File: src/rtl/logica_control_pkg.sv
// Shared types and constants for the logica_control transaction-path controller.
package logica_control_pkg;

    typedef enum logic [2:0] {
        StReset,
        StInit,
        StIdle,
        StActive,
        StError
    } state_e;

    localparam int unsigned DefMfDepth = 4;
    localparam int unsigned DefVcDepth = 16;
    localparam int unsigned DefDDepth  = 4;

    // Word fields: bit5 picks the VC, bit4 picks the destination D FIFO.
    localparam int unsigned VC_BIT   = 5;
    localparam int unsigned DEST_BIT = 4;

    // A margin at or above the depth saturates, so the FIFO always looks almost full.
    function automatic logic almost_full(input int unsigned count,
                                         input int unsigned depth,
                                         input int unsigned thr);
        if (thr >= depth) begin
            return 1'b1;
        end
        return count >= (depth - thr);
    endfunction

endpackage

File: src/rtl/logica_control_if.sv
// FIFO-side status and strobe bundle between the controller (master) and datapath (slave).
interface logica_control_if;

    logic       push;
    logic       pop_D0;
    logic       pop_D1;
    logic [2:0] mf_count;
    logic [4:0] vc0_count;
    logic [4:0] vc1_count;
    logic [2:0] d0_count;
    logic [2:0] d1_count;
    logic [5:0] head_MF;
    logic [5:0] head_VC0;
    logic [5:0] head_VC1;
    logic       Pausa_MF;
    logic       pop_MF;
    logic       pop_VC0;
    logic       pop_VC1;

    modport master (
        input  push, pop_D0, pop_D1,
        input  mf_count, vc0_count, vc1_count, d0_count, d1_count,
        input  head_MF, head_VC0, head_VC1,
        output Pausa_MF, pop_MF, pop_VC0, pop_VC1
    );

    modport slave (
        output push, pop_D0, pop_D1,
        output mf_count, vc0_count, vc1_count, d0_count, d1_count,
        output head_MF, head_VC0, head_VC1,
        input  Pausa_MF, pop_MF, pop_VC0, pop_VC1
    );

endinterface

File: src/rtl/logica_control_vc_arbiter.sv
// VC0/VC1 grant arbiter: strict VC0 priority, or round-robin when VC_RR_EN is defined.
module vc_arbiter (
`ifdef VC_RR_EN
    input  logic clk,
    input  logic reset_L,
    input  logic clear,
`endif
    input  logic elig0,
    input  logic elig1,
    output logic gnt0,
    output logic gnt1
);

`ifdef VC_RR_EN
    // ptr_q = 0 prefers VC0, 1 prefers VC1; only consulted when both are eligible.
    logic ptr_q;
    logic ptr_d;

    always_comb begin
        gnt0  = elig0 && (!elig1 || !ptr_q);
        gnt1  = elig1 && (!elig0 || ptr_q);
        ptr_d = ptr_q;
        if (clear) begin
            ptr_d = 1'b0;
        end else if (gnt0) begin
            ptr_d = 1'b1;
        end else if (gnt1) begin
            ptr_d = 1'b0;
        end
    end

    always_ff @(posedge clk or negedge reset_L) begin
        if (!reset_L) begin
            ptr_q <= 1'b0;
        end else begin
            ptr_q <= ptr_d;
        end
    end
`else
    always_comb begin
        gnt0 = elig0;
        gnt1 = elig1 && !elig0;
    end
`endif

endmodule

File: src/rtl/logica_control.sv
// Master control FSM for the MF -> VC -> D transaction path.
// Optional VC_RR_EN selects round-robin VC arbitration instead of VC0 priority.
module logica_control
    import logica_control_pkg::*;
#(
    parameter int unsigned MF_DEPTH = DefMfDepth,
    parameter int unsigned VC_DEPTH = DefVcDepth,
    parameter int unsigned D_DEPTH  = DefDDepth
) (
    input  logic                    clk,
    input  logic                    reset_L,
    input  logic                    init,
    input  logic [1:0]              umbralMF,
    input  logic [3:0]              umbralVC0,
    input  logic [3:0]              umbralVC1,
    input  logic [1:0]              umbralD0,
    input  logic [1:0]              umbralD1,
    logica_control_if.master        bus,
    output logic                    idle_out,
    output logic                    active_out,
    output logic                    error_out
);

    state_e     state_q, state_d;
    logic [1:0] thr_mf_q;
    logic [3:0] thr_vc0_q, thr_vc1_q;
    logic [1:0] thr_d0_q, thr_d1_q;

    logic flow_en, all_zero, err_det, load_thr;
    logic af_mf, af_vc0, af_vc1, af_d0, af_d1;
    logic elig0, elig1, gnt0, gnt1;

    // Payload bits travel through the datapath untouched.
    logic unused_head;
    assign unused_head = ^{bus.head_MF, bus.head_VC0, bus.head_VC1};

    assign flow_en  = (state_q == StIdle) || (state_q == StActive);
    assign load_thr = (state_q == StInit) && init;

    assign all_zero = (bus.mf_count == '0) && (bus.vc0_count == '0) && (bus.vc1_count == '0) &&
                      (bus.d0_count == '0) && (bus.d1_count == '0);

    assign err_det = (bus.push && (32'(bus.mf_count) == MF_DEPTH)) ||
                     (bus.pop_D0 && (bus.d0_count == '0)) ||
                     (bus.pop_D1 && (bus.d1_count == '0));

    always_comb begin
        af_mf  = almost_full(32'(bus.mf_count), MF_DEPTH, 32'(thr_mf_q));
        af_vc0 = almost_full(32'(bus.vc0_count), VC_DEPTH, 32'(thr_vc0_q));
        af_vc1 = almost_full(32'(bus.vc1_count), VC_DEPTH, 32'(thr_vc1_q));
        af_d0  = almost_full(32'(bus.d0_count), D_DEPTH, 32'(thr_d0_q));
        af_d1  = almost_full(32'(bus.d1_count), D_DEPTH, 32'(thr_d1_q));
    end

    always_comb begin
        elig0 = flow_en && (bus.vc0_count != '0) &&
                !(bus.head_VC0[DEST_BIT] ? af_d1 : af_d0);
        elig1 = flow_en && (bus.vc1_count != '0) &&
                !(bus.head_VC1[DEST_BIT] ? af_d1 : af_d0);
    end

`ifdef VC_RR_EN
    logic arb_clear;
    assign arb_clear = (state_q == StInit);
`endif

    vc_arbiter u_vc_arbiter (
`ifdef VC_RR_EN
        .clk     (clk),
        .reset_L (reset_L),
        .clear   (arb_clear),
`endif
        .elig0   (elig0),
        .elig1   (elig1),
        .gnt0    (gnt0),
        .gnt1    (gnt1)
    );

    assign bus.Pausa_MF = flow_en ? af_mf : 1'b1;
    assign bus.pop_MF   = flow_en && (bus.mf_count != '0) &&
                          !(bus.head_MF[VC_BIT] ? af_vc1 : af_vc0);
    assign bus.pop_VC0  = gnt0;
    assign bus.pop_VC1  = gnt1;

    always_comb begin
        state_d = state_q;
        unique case (state_q)
            StReset: state_d = StInit;
            StInit: begin
                if (!init) begin
                    state_d = all_zero ? StIdle : StActive;
                end
            end
            StIdle, StActive: begin
                if (err_det) begin
                    state_d = StError;
                end else if (init) begin
                    state_d = StInit;
                end else begin
                    state_d = all_zero ? StIdle : StActive;
                end
            end
            StError: begin
                if (init) begin
                    state_d = StInit;
                end
            end
            default: state_d = StReset;
        endcase
    end

    always_ff @(posedge clk or negedge reset_L) begin
        if (!reset_L) begin
            state_q    <= StReset;
            idle_out   <= 1'b0;
            active_out <= 1'b0;
            error_out  <= 1'b0;
        end else begin
            state_q    <= state_d;
            idle_out   <= (state_d == StIdle);
            active_out <= (state_d == StActive);
            error_out  <= (state_d == StError);
        end
    end

    always_ff @(posedge clk or negedge reset_L) begin
        if (!reset_L) begin
            thr_mf_q  <= '0;
            thr_vc0_q <= '0;
            thr_vc1_q <= '0;
            thr_d0_q  <= '0;
            thr_d1_q  <= '0;
        end else if (load_thr) begin
            thr_mf_q  <= umbralMF;
            thr_vc0_q <= umbralVC0;
            thr_vc1_q <= umbralVC1;
            thr_d0_q  <= umbralD0;
            thr_d1_q  <= umbralD1;
        end
    end

endmodule

File: src/flat_wrapper.sv
// flat-port wrapper written by rule: the top's interface ports become plain ports
module logica_control_flat import logica_control_pkg::*;
#(
    parameter int unsigned MF_DEPTH = DefMfDepth,
    parameter int unsigned VC_DEPTH = DefVcDepth,
    parameter int unsigned D_DEPTH  = DefDDepth
)
  (clk, reset_L, init, umbralMF, umbralVC0, umbralVC1, umbralD0, umbralD1, idle_out, active_out, error_out, bus_push, bus_pop_D0, bus_pop_D1, bus_mf_count, bus_vc0_count, bus_vc1_count, bus_d0_count, bus_d1_count, bus_head_MF, bus_head_VC0, bus_head_VC1, bus_Pausa_MF, bus_pop_MF, bus_pop_VC0, bus_pop_VC1);
  logica_control_if bus_i ();
  input  logic clk;
  input  logic reset_L;
  input  logic init;
  input  logic [1:0] umbralMF;
  input  logic [3:0] umbralVC0;
  input  logic [3:0] umbralVC1;
  input  logic [1:0] umbralD0;
  input  logic [1:0] umbralD1;
  output logic idle_out;
  output logic active_out;
  output logic error_out;
  input wire logic [$bits(bus_i.push)-1:0] bus_push;
  input wire logic [$bits(bus_i.pop_D0)-1:0] bus_pop_D0;
  input wire logic [$bits(bus_i.pop_D1)-1:0] bus_pop_D1;
  input wire logic [$bits(bus_i.mf_count)-1:0] bus_mf_count;
  input wire logic [$bits(bus_i.vc0_count)-1:0] bus_vc0_count;
  input wire logic [$bits(bus_i.vc1_count)-1:0] bus_vc1_count;
  input wire logic [$bits(bus_i.d0_count)-1:0] bus_d0_count;
  input wire logic [$bits(bus_i.d1_count)-1:0] bus_d1_count;
  input wire logic [$bits(bus_i.head_MF)-1:0] bus_head_MF;
  input wire logic [$bits(bus_i.head_VC0)-1:0] bus_head_VC0;
  input wire logic [$bits(bus_i.head_VC1)-1:0] bus_head_VC1;
  output wire logic [$bits(bus_i.Pausa_MF)-1:0] bus_Pausa_MF;
  output wire logic [$bits(bus_i.pop_MF)-1:0] bus_pop_MF;
  output wire logic [$bits(bus_i.pop_VC0)-1:0] bus_pop_VC0;
  output wire logic [$bits(bus_i.pop_VC1)-1:0] bus_pop_VC1;
  assign bus_i.push = bus_push;
  assign bus_i.pop_D0 = bus_pop_D0;
  assign bus_i.pop_D1 = bus_pop_D1;
  assign bus_i.mf_count = bus_mf_count;
  assign bus_i.vc0_count = bus_vc0_count;
  assign bus_i.vc1_count = bus_vc1_count;
  assign bus_i.d0_count = bus_d0_count;
  assign bus_i.d1_count = bus_d1_count;
  assign bus_i.head_MF = bus_head_MF;
  assign bus_i.head_VC0 = bus_head_VC0;
  assign bus_i.head_VC1 = bus_head_VC1;
  assign bus_Pausa_MF = bus_i.Pausa_MF;
  assign bus_pop_MF = bus_i.pop_MF;
  assign bus_pop_VC0 = bus_i.pop_VC0;
  assign bus_pop_VC1 = bus_i.pop_VC1;
  logica_control #(.MF_DEPTH(MF_DEPTH), .VC_DEPTH(VC_DEPTH), .D_DEPTH(D_DEPTH)) u_core (.clk(clk), .reset_L(reset_L), .init(init), .umbralMF(umbralMF), .umbralVC0(umbralVC0), .umbralVC1(umbralVC1), .umbralD0(umbralD0), .umbralD1(umbralD1), .bus(bus_i), .idle_out(idle_out), .active_out(active_out), .error_out(error_out));
endmodule
File: config.mk
export PLATFORM = sky130hd
export DESIGN_NAME = logica_control_flat
export DESIGN_NICKNAME = d
export VERILOG_FILES = /design/src/rtl/logica_control_pkg.sv /design/src/rtl/logica_control_if.sv /design/src/rtl/logica_control_vc_arbiter.sv /design/src/rtl/logica_control.sv /design/src/flat_wrapper.sv
export SDC_FILE = /design/constraint.sdc
export NUM_CORES = 1
export LEC_CHECK = 0
export CAP_MARGIN = 20
export CORE_MARGIN = 4
export CORE_UTILIZATION = 43
export DETAILED_ROUTE_END_ITERATION = 6
export PLACE_DENSITY = 0.82
export SLEW_MARGIN = 30
export SYNTH_ARGS = -nofsm -noshare
export SYNTH_HDL_FRONTEND = slang
export SYNTH_HIERARCHICAL = 1
export SYNTH_SLANG_ARGS = --single-unit
File: constraint.sdc
create_clock -name clk -period 3 [get_ports clk]
set_input_delay 0.6 -clock clk [delete_from_list [all_inputs] [get_ports clk]]
set_output_delay 0.6 -clock clk [all_outputs]
set_load 0.02 [all_outputs]
==> reports/results.tsv <==
metric	value	unit
outcome	completed	
number of nets still failing antenna checks after routing	0	
TritonCTS Buffers	3	
wirelength, routed	3.31	mm
Final Skew	0.0112	ns
Post-Syn Nets	249	
area growth from synthesis to layout	42.8	%
Final Hold Slack	0.212	ns
crit end category	output port	
post-route cell area	2180	µm²
Worst Tran Pin Value	0.446	ns
P_sw	571	µW
H-tree Lvls	1	
vias per cell	4.92	
fin crit share	97.8	%
Detail Placement HPWL	2.75	mm
Clk Latency, worst-skew pair	0.31	ns
Distinct cells, synth	26	
diode count	0	
die area	4560	µm²
Syn Inst Count	168	
syn_area_per_cell	9.07	µm²
Area after DPL	2120	µm²
Int Pwr	952	µW
DR iter-0 viols	34	
yosys warns	6	
initial antenna violation count	0	
DRC	0	
clk buf depth	2	
final-stage net count	310	
combinational share of power	57.4	%
Rel. slew slack	70.3	%
fin. max-slew vios	0	
DR WL/cell	12.1	µm
GPL Wtd Cong	0.768	
drt first pass iters	4	
P_leak	1.04	nW
Net Sw Frac	37.5	%
initial core utilization	45.0	%
maximum VDD drop	0.328	mV
Pwr Density	700	nW/µm²
die extent in x	67.5	µm
Ports	64	
vias in the first global route	1379	
Core ar.	3390	µm²
overall routing resource usage	16.3	%
Vias	1349	
Mapped Area	1520	µm²
count of final setup violators	0	
site row count	21	
global-route wire length before repair	5.61	mm
CP Class	input pin to output port	
largest net degree at the start of global routing	21	
max-cap viol count	0	
#FFs+latches synth	20	
CP arrival	2.34	ns
Min-Delay Path Class	input pin to async pin	
fraction of layout instances using a drive strength above 1	15.8	%
sequential element share of the synthesized area	32.8	%
share of power burned in the clock network	14.5	%
grt total ovfl	0	
fmax	0.341	GHz
fin crit period	2.94	ns
I/O Buffers	48	
CTS tree	built	
Max FO, Critical Path	2	
Worst EP required	2.40	ns
Seq pwr share	28.1	%
Hold Vio Cnt, Final	0	
CTS Root Cell	clkbuf_4	
die height	67.5	µm
clk slew on worst S/H paths	0.12	ns
CTS Sinks	20	
Critical Path Start Type	input pin	
-- critical path: stages --
cell and delay, ns:
clkdlybuf4s50_1 0.48, inv_1 0.05, ha_1 0.27, nand2b_1 0.15, a21oi_2 0.15, buf_4 0.13, o211ai_1 0.08, a21oi_1 0.14
nor2b_4 0.14, buf_4 0.13
-- registers in the layout (all words and copies together) (netlist names) --
signal / flops
u_core/active_out: 1
u_core/error_out: 1
u_core/idle_out: 1
u_core/state_q: 3
u_core/thr_d0_q: 2
u_core/thr_d1_q: 2
u_core/thr_mf_q: 2
u_core/thr_vc0_q: 4
u_core/thr_vc1_q: 4
-- final timing paths --
check	from	slack [ns]	end	cells after the start
worst max-delay path	bus_d1_count[0]	0.06	bus_pop_VC1	10
worst min-delay path	reset_L	0.21	u_core/thr_vc1_q[3]	1
worst max register to register	u_core/state_q[2]	1.29	u_core/thr_vc1_q[2]	3
worst min register to register	u_core/thr_d0_q[1]	0.54	u_core/thr_d0_q[1]	2
max in group asynchronous	reset_L	2.47	u_core/thr_vc0_q[1]	1
min in group clk	u_core/thr_d0_q[1]	0.54	u_core/thr_d0_q[1]	2
-- metrics by stage --
stage | util, % | worst slack (ns) | instances | power [mW] | TNS [ns]
global placement | 62.5 | -0.461 | 269 | 1.24 | -1.39
global route | 64.2 | -0.0350 | 274 | 1.69 | -0.0416
CTS | 63.9 | 0.0349 | 273 | 1.50 | 0
finish | 64.2 | 0.0649 | 274 | 1.52 | 0
floorplan | - | 0.413 | 168 | 0.997 | 0
detailed placement | 62.5 | -0.507 | 269 | 1.28 | -1.50
-- power groups by stage --
| stage | Clock (mW) | Sequential [mW] | Combinational, mW |
|---|---|---|---|
| final | 0.221 | 0.428 | 0.873 |
| after detailed placement | 0 | 0.434 | 0.842 |
| after floorplan | 0 | 0.425 | 0.572 |
| after global placement | 0 | 0.434 | 0.802 |
| after CTS | 0.229 | 0.429 | 0.842 |
| after global routing | 0.242 | 0.442 | 1.01 |
-- layer usage --
| layer | GRT usage [%] | routed length, µm | up-vias |
|---|---|---|---|
| li1 | - | - | 697 |
| met1 | 18.5 | 1340 | 623 |
| met2 | 29.3 | 1730 | 25 |
| met3 | 4.33 | 195 | 4 |
| met4 | 5.32 | 44 | 0 |
| met5 | 0 | 0 | - |
-- synth_stat cells (all sizes together) --
library cell  count  area, µm²
ha               24        300
a21oi             4       20.0
a211oi            4       30.0
a211o             3       26.3
dfrtp            20        500
inv              26       97.6
buf               5       48.8
nand2            18       67.6
a31oi             3       18.8
nor4bb            2       20.0
nor2b             3       26.3
o21ai            12       67.6
a21boi            1       7.51
a21o              4       30.0
mux2              6       67.6
xor2              4       35.0
nor2              7       26.3
nor3              8       40.0
nor4b             2       17.5
o211ai            2       15.0
nor4              2       12.5
nand3             1       5.00
nand2b            7       43.8
-- cell type report --
| type | count | area [µm²] |
|---|---|---|
| fillers | 272 | 1210 |
| multi-input cells | 117 | 907 |
| repair buffers | 61 | 561 |
| flip-flops and latches | 20 | 500 |
| inverters | 26 | 97.6 |
| well taps | 46 | 57.6 |
| clock inverters | 1 | 30.0 |
| clock buffers | 3 | 22.5 |
-- timing repair --
item                                    CTS  global route
pin swaps                                 3             5
endpoints found under the setup margin    4             4
hold buffers                              0             0
buffers inserted                          0             1
gates resized for setup                  16             7
-- cells by family (layout without fill, tap and decap cells) --
family,after synthesis,after routing,synth area share (%)
flops,20,20,32.8
simple gates,50,50,17.0
xor+xnor,4,4,2.30
compound gates,33,33,14.1
mux,6,6,4.43
buf+inv,31,91,9.61
fa+ha+maj,24,24,19.7
-- cells in the final DEF (no fill, tap or decap), drive strengths merged --
master         count
clkdlybuf4s50     42
inv               26
ha                24
dfrtp             20
nand2             18
buf               16
o21ai             12
nor3               8
nor2               7
nand2b             7
mux2               6
xor2               4
a21o               4
clkbuf             4
a211oi             4
a21oi              4
a31oi              3
a211o              3
nor2b              3
nor4b              2
nor4               2
o211ai             2
nor4bb             2
bufinv             1
dlygate4sd2        1
clkdlybuf4s15      1
nand3              1
a21boi             1
Power figures use the tool's default switching activity.
